===== src/rtl/branch_predictor_btb_pkg.sv =====
// Shared pipeline-wide constants for the branch predictor: default width,
// PC alignment and direction-counter encodings.
package branch_predictor_btb_pkg;

   localparam int XLEN_DEFAULT = 32;
   localparam int PC_ALIGN     = 2;

   typedef enum logic [1:0] {
      CTR_SNT = 2'b00,
      CTR_WNT = 2'b01,
      CTR_WT  = 2'b10,
      CTR_ST  = 2'b11
   } ctr2_e;

   // Weak states for an arbitrary width: MSB clear/others set, or MSB set/others clear.
   function automatic int unsigned ctr_weak_not_taken(input int unsigned width);
      if (width == 2) return 32'(CTR_WNT);
      return (32'd1 << (width - 1)) - 32'd1;
   endfunction

   function automatic int unsigned ctr_weak_taken(input int unsigned width);
      if (width == 2) return 32'(CTR_WT);
      return 32'd1 << (width - 1);
   endfunction

endpackage


===== src/rtl/branch_predictor_btb_if.sv =====
// Fetch lookup and execute resolve signals between the pipeline and the BTB.
interface branch_predictor_btb_if #(
   parameter int XLEN = 32
);
   logic            f_lookup_valid;
   logic [XLEN-1:0] f_pc;
   logic            f_predict_taken;
   logic [XLEN-1:0] f_predict_target;

   logic            x_update_valid;
   logic [XLEN-1:0] x_pc;
   logic            x_is_jump;
   logic            x_taken;
   logic [XLEN-1:0] x_target;
   logic            x_pred_taken;
   logic [XLEN-1:0] x_pred_target;
   logic            x_mispredict;

   modport master (
      output f_lookup_valid, f_pc,
      input  f_predict_taken, f_predict_target,
      output x_update_valid, x_pc, x_is_jump, x_taken, x_target,
      output x_pred_taken, x_pred_target,
      input  x_mispredict
   );

   modport slave (
      input  f_lookup_valid, f_pc,
      output f_predict_taken, f_predict_target,
      input  x_update_valid, x_pc, x_is_jump, x_taken, x_target,
      input  x_pred_taken, x_pred_target,
      output x_mispredict
   );
endinterface


===== src/rtl/branch_predictor_btb_sat_counter.sv =====
// Saturating up/down counter with load and set-to-max; used for the
// per-entry direction counters and the statistics counters.
module sat_counter #(
   parameter int               WIDTH   = 2,
   parameter logic [WIDTH-1:0] RST_VAL = '0
) (
   input  logic             clock,
   input  logic             reset,
   input  logic             inc,
   input  logic             dec,
   input  logic             set_max,
   input  logic             load,
   input  logic [WIDTH-1:0] load_value,
   output logic [WIDTH-1:0] value
);
   localparam logic [WIDTH-1:0] MAX_VAL = '1;

   logic [WIDTH-1:0] value_reg;
   logic [WIDTH-1:0] value_next;

   always_comb begin
      value_next = value_reg;
      if (load) begin
         value_next = load_value;
      end else if (set_max) begin
         value_next = MAX_VAL;
      end else if (inc && !dec) begin
         if (value_reg != MAX_VAL) value_next = value_reg + WIDTH'(1);
      end else if (dec && !inc) begin
         if (value_reg != '0) value_next = value_reg - WIDTH'(1);
      end
   end

   always_ff @(posedge clock) begin
      if (reset) value_reg <= RST_VAL;
      else       value_reg <= value_next;
   end

   assign value = value_reg;
endmodule


===== src/rtl/branch_predictor_btb.sv =====
// Direct-mapped branch target buffer with per-entry saturating direction
// counters, combinational lookup, mispredict detection and saturating stats.
module branch_predictor_btb
   import branch_predictor_btb_pkg::*;
#(
   parameter int XLEN       = XLEN_DEFAULT,
   parameter int ENTRIES    = 16,
   parameter int CTR_BITS   = 2,
   parameter int STAT_WIDTH = 32
) (
   input  logic                  clock,
   input  logic                  reset,
   branch_predictor_btb_if.slave bus,
   output logic [STAT_WIDTH-1:0] stat_hits,
   output logic [STAT_WIDTH-1:0] stat_mispredicts
);
   localparam int IDX_BITS = $clog2(ENTRIES);
   localparam int TAG_BITS = XLEN - IDX_BITS - PC_ALIGN;

   localparam logic [CTR_BITS-1:0] CTR_RST   = CTR_BITS'(ctr_weak_not_taken(CTR_BITS));
   localparam logic [CTR_BITS-1:0] CTR_ALLOC = CTR_BITS'(ctr_weak_taken(CTR_BITS));
   localparam logic [CTR_BITS-1:0] CTR_MAX   = '1;

   // Tag and target need no reset: valid_reg gates every use of them.
   logic [TAG_BITS-1:0]                tag_mem    [ENTRIES];
   logic [XLEN-1:0]                    target_mem [ENTRIES];
   logic [ENTRIES-1:0]                 valid_reg;
   logic [ENTRIES-1:0][CTR_BITS-1:0]   ctr_value;

   logic [IDX_BITS-1:0] f_idx;
   logic [TAG_BITS-1:0] f_tag;
   logic                f_hit;
   logic                f_taken;
   logic [IDX_BITS-1:0] x_idx;
   logic [TAG_BITS-1:0] x_tag;
   logic                x_hit;
   logic                x_alloc;
   logic                x_write_target;
   logic                x_misp;

   logic [2*PC_ALIGN-1:0] unused_pc_bits;
   assign unused_pc_bits = {bus.f_pc[PC_ALIGN-1:0], bus.x_pc[PC_ALIGN-1:0]};

   // Lookup reads current state, so a same-cycle update is not visible yet.
   assign f_idx   = bus.f_pc[IDX_BITS+PC_ALIGN-1:PC_ALIGN];
   assign f_tag   = bus.f_pc[XLEN-1:IDX_BITS+PC_ALIGN];
   assign f_hit   = valid_reg[f_idx] && (tag_mem[f_idx] == f_tag);
   assign f_taken = f_hit && ctr_value[f_idx][CTR_BITS-1];

   assign bus.f_predict_taken  = f_taken;
   assign bus.f_predict_target = f_taken ? target_mem[f_idx] : '0;

   assign x_misp = bus.x_update_valid &&
                   ((bus.x_pred_taken != bus.x_taken) ||
                    (bus.x_taken && (bus.x_pred_target != bus.x_target)));
   assign bus.x_mispredict = x_misp;

   assign x_idx   = bus.x_pc[IDX_BITS+PC_ALIGN-1:PC_ALIGN];
   assign x_tag   = bus.x_pc[XLEN-1:IDX_BITS+PC_ALIGN];
   assign x_hit   = valid_reg[x_idx] && (tag_mem[x_idx] == x_tag);
   assign x_alloc = bus.x_update_valid && !x_hit && (bus.x_taken || bus.x_is_jump);
   // Both a taken/jump hit and an allocation rewrite tag and target.
   assign x_write_target = bus.x_update_valid && (bus.x_taken || bus.x_is_jump);

   always_ff @(posedge clock) begin
      if (reset) begin
         valid_reg <= '0;
      end else if (x_alloc) begin
         valid_reg[x_idx] <= 1'b1;
      end
   end

   always_ff @(posedge clock) begin
      if (!reset && x_write_target) begin
         tag_mem[x_idx]    <= x_tag;
         target_mem[x_idx] <= bus.x_target;
      end
   end

   generate
      for (genvar gi = 0; gi < ENTRIES; gi++) begin : g_entry
         logic sel;
         logic hit_upd;
         assign sel     = bus.x_update_valid && (x_idx == IDX_BITS'(gi));
         assign hit_upd = sel && x_hit;

         sat_counter #(
            .WIDTH   (CTR_BITS),
            .RST_VAL (CTR_RST)
         ) u_dir_ctr (
            .clock      (clock),
            .reset      (reset),
            .inc        (hit_upd && !bus.x_is_jump && bus.x_taken),
            .dec        (hit_upd && !bus.x_is_jump && !bus.x_taken),
            .set_max    (hit_upd && bus.x_is_jump),
            .load       (sel && x_alloc),
            .load_value (bus.x_is_jump ? CTR_MAX : CTR_ALLOC),
            .value      (ctr_value[gi])
         );
      end
   endgenerate

   sat_counter #(
      .WIDTH   (STAT_WIDTH),
      .RST_VAL ('0)
   ) u_stat_hits (
      .clock      (clock),
      .reset      (reset),
      .inc        (bus.f_lookup_valid && f_taken),
      .dec        (1'b0),
      .set_max    (1'b0),
      .load       (1'b0),
      .load_value ('0),
      .value      (stat_hits)
   );

   sat_counter #(
      .WIDTH   (STAT_WIDTH),
      .RST_VAL ('0)
   ) u_stat_misp (
      .clock      (clock),
      .reset      (reset),
      .inc        (x_misp),
      .dec        (1'b0),
      .set_max    (1'b0),
      .load       (1'b0),
      .load_value ('0),
      .value      (stat_mispredicts)
   );
endmodule


===== src/flat_wrapper.sv =====
// flat-port wrapper written by rule: the top's interface ports become plain ports
module branch_predictor_btb_flat import branch_predictor_btb_pkg::*;
#(
   parameter int XLEN       = XLEN_DEFAULT,
   parameter int ENTRIES    = 16,
   parameter int CTR_BITS   = 2,
   parameter int STAT_WIDTH = 32
)
  (clock, reset, stat_hits, stat_mispredicts, bus_f_lookup_valid, bus_f_pc, bus_f_predict_taken, bus_f_predict_target, bus_x_update_valid, bus_x_pc, bus_x_is_jump, bus_x_taken, bus_x_target, bus_x_pred_taken, bus_x_pred_target, bus_x_mispredict);
  branch_predictor_btb_if #(.XLEN(XLEN)) bus_i ();
  input  logic clock;
  input  logic reset;
  output logic [STAT_WIDTH-1:0] stat_hits;
  output logic [STAT_WIDTH-1:0] stat_mispredicts;
  input wire logic [$bits(bus_i.f_lookup_valid)-1:0] bus_f_lookup_valid;
  input wire logic [$bits(bus_i.f_pc)-1:0] bus_f_pc;
  output wire logic [$bits(bus_i.f_predict_taken)-1:0] bus_f_predict_taken;
  output wire logic [$bits(bus_i.f_predict_target)-1:0] bus_f_predict_target;
  input wire logic [$bits(bus_i.x_update_valid)-1:0] bus_x_update_valid;
  input wire logic [$bits(bus_i.x_pc)-1:0] bus_x_pc;
  input wire logic [$bits(bus_i.x_is_jump)-1:0] bus_x_is_jump;
  input wire logic [$bits(bus_i.x_taken)-1:0] bus_x_taken;
  input wire logic [$bits(bus_i.x_target)-1:0] bus_x_target;
  input wire logic [$bits(bus_i.x_pred_taken)-1:0] bus_x_pred_taken;
  input wire logic [$bits(bus_i.x_pred_target)-1:0] bus_x_pred_target;
  output wire logic [$bits(bus_i.x_mispredict)-1:0] bus_x_mispredict;
  assign bus_i.f_lookup_valid = bus_f_lookup_valid;
  assign bus_i.f_pc = bus_f_pc;
  assign bus_f_predict_taken = bus_i.f_predict_taken;
  assign bus_f_predict_target = bus_i.f_predict_target;
  assign bus_i.x_update_valid = bus_x_update_valid;
  assign bus_i.x_pc = bus_x_pc;
  assign bus_i.x_is_jump = bus_x_is_jump;
  assign bus_i.x_taken = bus_x_taken;
  assign bus_i.x_target = bus_x_target;
  assign bus_i.x_pred_taken = bus_x_pred_taken;
  assign bus_i.x_pred_target = bus_x_pred_target;
  assign bus_x_mispredict = bus_i.x_mispredict;
  branch_predictor_btb #(.XLEN(XLEN), .ENTRIES(ENTRIES), .CTR_BITS(CTR_BITS), .STAT_WIDTH(STAT_WIDTH)) u_core (.clock(clock), .reset(reset), .bus(bus_i), .stat_hits(stat_hits), .stat_mispredicts(stat_mispredicts));
endmodule

===== config.mk =====
export PLATFORM = sky130hd
export DESIGN_NAME = branch_predictor_btb_flat
export DESIGN_NICKNAME = d
export VERILOG_FILES = /design/src/rtl/branch_predictor_btb_pkg.sv /design/src/rtl/branch_predictor_btb_if.sv /design/src/rtl/branch_predictor_btb_sat_counter.sv /design/src/rtl/branch_predictor_btb.sv /design/src/flat_wrapper.sv
export SDC_FILE = /design/constraint.sdc
export NUM_CORES = 1
export LEC_CHECK = 0
export BUFFER_PORTS_ARGS = -buffer_cell sky130_fd_sc_hd__buf_4
export CELL_PAD_IN_SITES_DETAIL_PLACEMENT = 2
export CELL_PAD_IN_SITES_GLOBAL_PLACEMENT = 2
export CORE_MARGIN = 1.5
export CORE_UTILIZATION = 47
export CTS_CLUSTER_DIAMETER = 120
export DETAILED_ROUTE_END_ITERATION = 16
export PLACE_DENSITY = 0.89
export SYNTH_ARGS = -nofsm -noshare
export SYNTH_HDL_FRONTEND = slang
export SYNTH_SLANG_ARGS = --single-unit

===== constraint.sdc =====
create_clock -name clock -period 10.9 [get_ports clock]
set_input_delay 1.635 -clock clock [delete_from_list [all_inputs] [get_ports clock]]
set_output_delay 1.635 -clock clock [all_outputs]
set_load 0.02 [all_outputs]

# Word level (Yosys, flattened, before mapping)
# Memories as Yosys holds them, arrays and structs flattened.
# Index checks and enable logic that the tools add are counted.
dict set report word_totals {
  ff_bits 112
  ramBits 928
  in_bits 135
  output_inout_bits 98
  elab_cells 480
  mem_count 2
}
dict set report classes {
  n_addsub 34
  n_lt_le_gt_ge 3
  n_eq_ne 53
  n_mux 108
  bitwise 1
  reduce_logical 260
}
# memory words width rd rd_clocked_by_memory_dff wr line
set memory_table {}
lappend memory_table {u_core.target_mem 16 32 1 0 1 branch_predictor_btb.sv:26} ;# logic [XLEN-1:0] target_mem [ENTRIES];
lappend memory_table {u_core.tag_mem 16 26 2 0 1 branch_predictor_btb.sv:25} ;# logic [TAG_BITS-1:0] tag_mem [ENTRIES];
# op n
set ops {}
lappend ops {{two-way mux 2 bit} 97}
lappend ops {{logical AND 1 bit} 155}
lappend ops {{nonzero test 4 bit} 32}
lappend ops {{adder 32 x 1 -> 32 bit (second input constant)} 2}
lappend ops {{inequality test 32 bit (second input constant)} 2}
lappend ops {{inequality test 4 x 3 -> 1 bit (second input constant)} 16}
lappend ops {{== test 26 bit} 2}
lappend ops {{AND reduction 3 bit} 16}
lappend ops {{zero test 1 bit} 36}
lappend ops {{adder 2 x 1 -> 2 bit (second input constant)} 16}
lappend ops {{== test 4 bit (second input constant)} 8}
lappend ops {{two-way mux 32 bit} 1}
lappend ops {{inequality test 2 bit (second input constant)} 16}
lappend ops {{inequality test 32 bit} 1}
lappend ops {{nonzero test 2 bit} 16}
lappend ops {{subtractor 2 x 1 -> 2 bit (second input constant)} 16}
lappend ops {{== test 4 x 3 -> 1 bit (second input constant)} 4}
lappend ops {{bitwise OR 16 bit} 1}
lappend ops {{less-than comparator 4 x 5 -> 1 bit (second input constant)} 2}
lappend ops {{binary-select mux 1 bit (select 4 bit)} 2}
lappend ops {{binary-select mux 2 bit (select 4 bit)} 1}
lappend ops {{== test 4 x 2 -> 1 bit (second input constant)} 2}
lappend ops {{two-way mux 1 bit} 6}
lappend ops {{demux 1 bit (select 4 bit)} 1}
lappend ops {{6 further kinds} 8}

# Logic depth before layout (Yosys ltp)
dict set report depth {
  word_depth 12
  depth_mapped 17
}

# Cells and area by module
# From an unflattened synthesis, not the netlist that was laid out.
dict set report unflattened {
  hier_cells 3210
  hier_area_um2 50659.8
}
# module instances cells_per_inst area_each_um2
set by_module_without_submodules {}
lappend by_module_without_submodules {branch_predictor_btb 1 1988 41280.8}
lappend by_module_without_submodules {{sat_counter (u_core.u_stat_hits ...)} 2 435 3318.2}
lappend by_module_without_submodules {{sat_counter (u_core.g_entry[0].u_dir_ctr ...)} 16 22 171.4}

# Least setup slack after synthesis
# No wires, ideal clock.
dict set report synth_path {
  kind {input -> register}
  startpoint {in bus_x_pc[4]}
  endpoint {mem u_core.tag_mem[1][0] in the netlist's numbering (enable)}
  setup_ps 617
  arrival_ps 8105
  required_time_ps 10283
  slack_ps 2178
  stages 6
  n_path_buf 5
  cell_sequence {buf_2 buf_2 buf_2 buf_2 buf_2 nor4_1}
}
# element line
set synth_lines {}
lappend synth_lines {{start, declared} flat_wrapper.sv:20} ;# input wire logic [$bits(bus_i.x_pc)-1:0] bus_x_pc;
lappend synth_lines {{end, declared} branch_predictor_btb.sv:25}
# No word-level cell before the write port.

# Worst setup path in the final report
dict set report layout_path {
  startpoint {in bus_f_pc[2]}
  endpoint {out bus_f_predict_target[10]}
}
dict set report layout_via {
  elab_chain_len 5
  elab_cells_between_ends 10
  cone_classes {eq/ne (1); mux (5); reduce/logical (2); memory (2)}
}
# element line
set layout_lines {}
lappend layout_lines {{start, declared} flat_wrapper.sv:16} ;# input wire logic [$bits(bus_i.f_pc)-1:0] bus_f_pc;
lappend layout_lines {{memory read (16 x 26 bit) / binary-select mux 1 bit (select 4 bit) (equally long branches)} -}
lappend layout_lines {{== test 26 bit / two-way mux 1 bit (equally long branches)} branch_predictor_btb.sv:47} ;# assign f_hit = valid_reg[f_idx] && (tag_mem[f_idx] == f_tag);
lappend layout_lines {{logical AND 1 bit} branch_predictor_btb.sv:47}
lappend layout_lines {{logical AND 1 bit} branch_predictor_btb.sv:48} ;# assign f_taken = f_hit && ctr_value[f_idx][CTR_BITS-1];
lappend layout_lines {{two-way mux 32 bit (*)} branch_predictor_btb.sv:51} ;# assign bus.f_predict_target = f_taken ? target_mem[f_idx] : '0;
lappend layout_lines {{end, declared} flat_wrapper.sv:18} ;# output wire logic [$bits(bus_i.f_predict_target)-1:0] bus_f_predict_target;
# Every way passes the cells marked *; elsewhere a longest branch is shown, timed or not. The select of a mux whose other input is x is not followed.

==> run metrics <==
status=completed; max incr delay on CP=0.62 ns; leading area contributor after synthesis=edfxtp_1; FMAX=0.1168 GHz; largest registers=u_core.target_mem: 512 flops, u_core.tag_mem: 416 flops; fillers=8531; largest register by flop count=u_core.target_mem; number of buffers inserted by hold repair at cts=0; Setup CP Type=primary input to primary output; min Tclk post-route=8.562 ns; flops & latches, synth=1040; area of the core=0.09842 mm2; via total after detailed routing=30648; synth warn=0; layout cell share with drive strength beyond 1=28.33%; # IOs=233; setup bufs post-CTS=0; Skew-Pair Late Insertion Delay=0.75 ns; Final Routed Wirelength=179900 um; setup_tns=0 ns; endpoints failing hold=0; fin cells=4368; VDD IR-drop max=0.1464 mV; synth unique cells=78; Syn Inst Count=2761; placed instance area=0.04980 mm2; GRT Util Overall=34.96%; CTS tree=built; First DRT Iteration DRCs=4143; number of global-route vias before repair=32962; HP Class=flip-flop to flip-flop; PwrDens=168.2 mW/mm2; Fin Clk Skew=0.05217 ns; # setup viols final=0; area of the multi-input gates=0.01572 mm2; average routed wire per standard cell=41.19 um; global-route wire length before repair=251600 um; crit-path cells=buf_8 > buf_12 > mux4_2 > mux2i_1 > mux2i_1 > xnor2_1 > nor4bb_1 > nand3_1 > or2_2 > buf_4 > nor2b_1 > buf_4; DRC Markers=0; most used flip-flop cell after synthesis=edfxtp_1; routability congestion estimate=0.8301; vias per cell=7.016; slowest stage cell, crit path=buf_12; fin area=0.05342 mm2; Seq. cell area=0.03011 mm2; pin count of the biggest net entering global routing=83; fin crit share=78.55%; post-route core utilization=54.28%; Least-Margin Pin Slew=1.275 ns; Net Count, Synth=2898; Post-synth ARST share=0%; initial antenna violation count=11; Die Y=318.4 um; Leak=17.53 nW; top-area cell type share of the netlist area=59.60%; P&R area growth vs syn=14.25%; Routed Antenna Nets=0; H-tree Lvls=3; Startpoint Class=primary input; Longest Clk Path Bufs=3; DP Wirelength=103100 um; DIE AREA=0.1014 mm2; max FFs per register=512; Worst EP required=9.27 ns; Buf/Inv on CP=4; Root Buffer=clkbuf_16; Placed Instances=4157; 1st-pass router iterations=5; PortBufs=228; Seq/Total Area, Yosys=64.39%; Initial Utilization=47.51%; crit path max fanout=82; Mapped Avg Cell Area=16.93 um2; Slew headroom=15.00%; Netlist Area Pre-Place=0.04676 mm2; RSZ-0062 raised after global routing=no; clk sinks=1040; Die Span X=318.4 um; pins over their slew limit=0; Total Power=8.985 mW; Max Cap Viol=0; number of flops mapped to enable cells by yosys=928; Crit path max-delay family=buffers and inverters; row count=115; Final nets=3119; post-CTS resize count=0; clock slew at reported path FFs=0.06 ns; top cells by area, synth=edfxtp_1, mux4_2, dfxtp_1; Crit. End Element=primary output; Arrival @ worst endpoint=6.93 ns; total congestion overflow=0; clock buffer count from CTS=110
-- worst reg2reg max path: cells and delay by family, from the launching register on --
family          cells  cell delay [ns]
compound gates      3             1.36
xor+xnor            1             0.25
flops               1             0.50
mux                 2             1.15
simple gates        3             1.59
-- cells in the mapped netlist (29+ instances only) --
| cell | count |
|---|---|
| inv_1 | 39 |
| a21oi_1 | 71 |
| o21ai_0 | 71 |
| dfxtp_1 | 112 |
| buf_2 | 33 |
| nor2_1 | 121 |
| xnor2_1 | 56 |
| nor3_1 | 61 |
| a22oi_1 | 29 |
| or3_1 | 37 |
| mux2i_1 | 145 |
| edfxtp_1 | 928 |
| nor2b_1 | 57 |
| clkbuf_1 | 98 |
| nand2_1 | 98 |
| mux2_2 | 49 |
| nand3_1 | 62 |
| xor2_1 | 57 |
| mux4_2 | 345 |
-- area by class of cell --
cell class                      count  area share [%]
Sequential cell                  1040           56.36
Multi-Input combinational cell   1501           29.42
Clock buffer                      141           5.389
Timing Repair Buffer              288           4.139
Tap cell                         1287           3.014
Clock inverter                     64           1.361
Inverter                           41          0.2881
Antenna cell                        6         0.02811
-- routing by layer --
metal / vias up / share of wire (%) / GRT usage, %
li1: 11616 / - / -
met1: 16358 / 35 / 42.29
met2: 2119 / 51 / 60.34
met3: 545 / 8.4 / 6.468
met4: 10 / 5.5 / 17.14
met5: - / 0.037 / 0
-- cell families after synthesis --
family	after synthesis	synth area share [%]
adder cells (fa/ha/maj)	2	0.05351
buffers and inverters	220	2.234
AO/OA/AOI/OAI	274	3.837
AND/OR/NAND/NOR	570	6.315
multiplexers	541	21.01
flip-flops	1040	64.39
XOR/XNOR	114	2.151
-- cell usage in the layout, fill, tap and decap left out, types with 6 or more instances in the layout --
cell,synthesis,routed
edfxtp_1,928,928
mux4_2,345,345
buf_4,9,282
mux2i_1,145,145
nor2_1,121,120
dfxtp_1,112,112
clkbuf_16,0,110
nand2_1,98,98
o21ai_0,71,71
a21oi_1,71,71
nand3_1,62,62
xor2_1,57,57
xnor2_1,56,56
nor2b_1,57,54
nor3_1,61,49
mux2_2,49,49
inv_1,39,39
or3_1,37,37
clkbuf_1,98,30
a22oi_1,29,29
nand4_1,23,23
nand2b_1,23,23
clkinv_1,1,23
clkinv_2,0,22
and3_1,15,15
nor4_1,15,14
a311oi_1,14,14
nor3b_1,13,13
nor3_2,0,12
bufinv_16,0,12
o22ai_1,11,11
o2111ai_1,11,11
or2_2,8,9
a31oi_1,10,9
o31ai_1,7,7
or4_1,7,7
diode_2,0,6
o32ai_1,6,6
-- power breakdown --
group | internal [mW] | switching [mW]
registers | 4.37 | 0.0259
logic | 0.261 | 0.422
clock network | 2.16 | 1.74
-- metrics by stage --
| step | worst slack (ns) | hold WS [ns] |
|---|---|---|
| floorplan | 2.178 | 0.4496 |
| global placement | 3.051 | 0.4619 |
| detailed placement | 2.636 | 0.4917 |
| CTS | 2.490 | 0.5147 |
| global route | 2.053 | 0.5407 |
| finish | 2.338 | 0.5187 |
-- worst paths after layout --
path,depth (start not counted),start,slack (ns),end
setup / recovery,12,bus_f_pc[2],2.34,bus_f_predict_target[10]
hold / removal,2,u_core.u_stat_hits.value[26],0.52,u_core.u_stat_hits.value[26]
setup reg to reg,9,u_core.tag_mem[9][4],5.90,u_core.g_entry[4].u_dir_ctr.value[0]
hold reg to reg,2,u_core.u_stat_hits.value[26],0.52,u_core.u_stat_hits.value[26]
No activity file was read; power rests on OpenSTA's default activity.
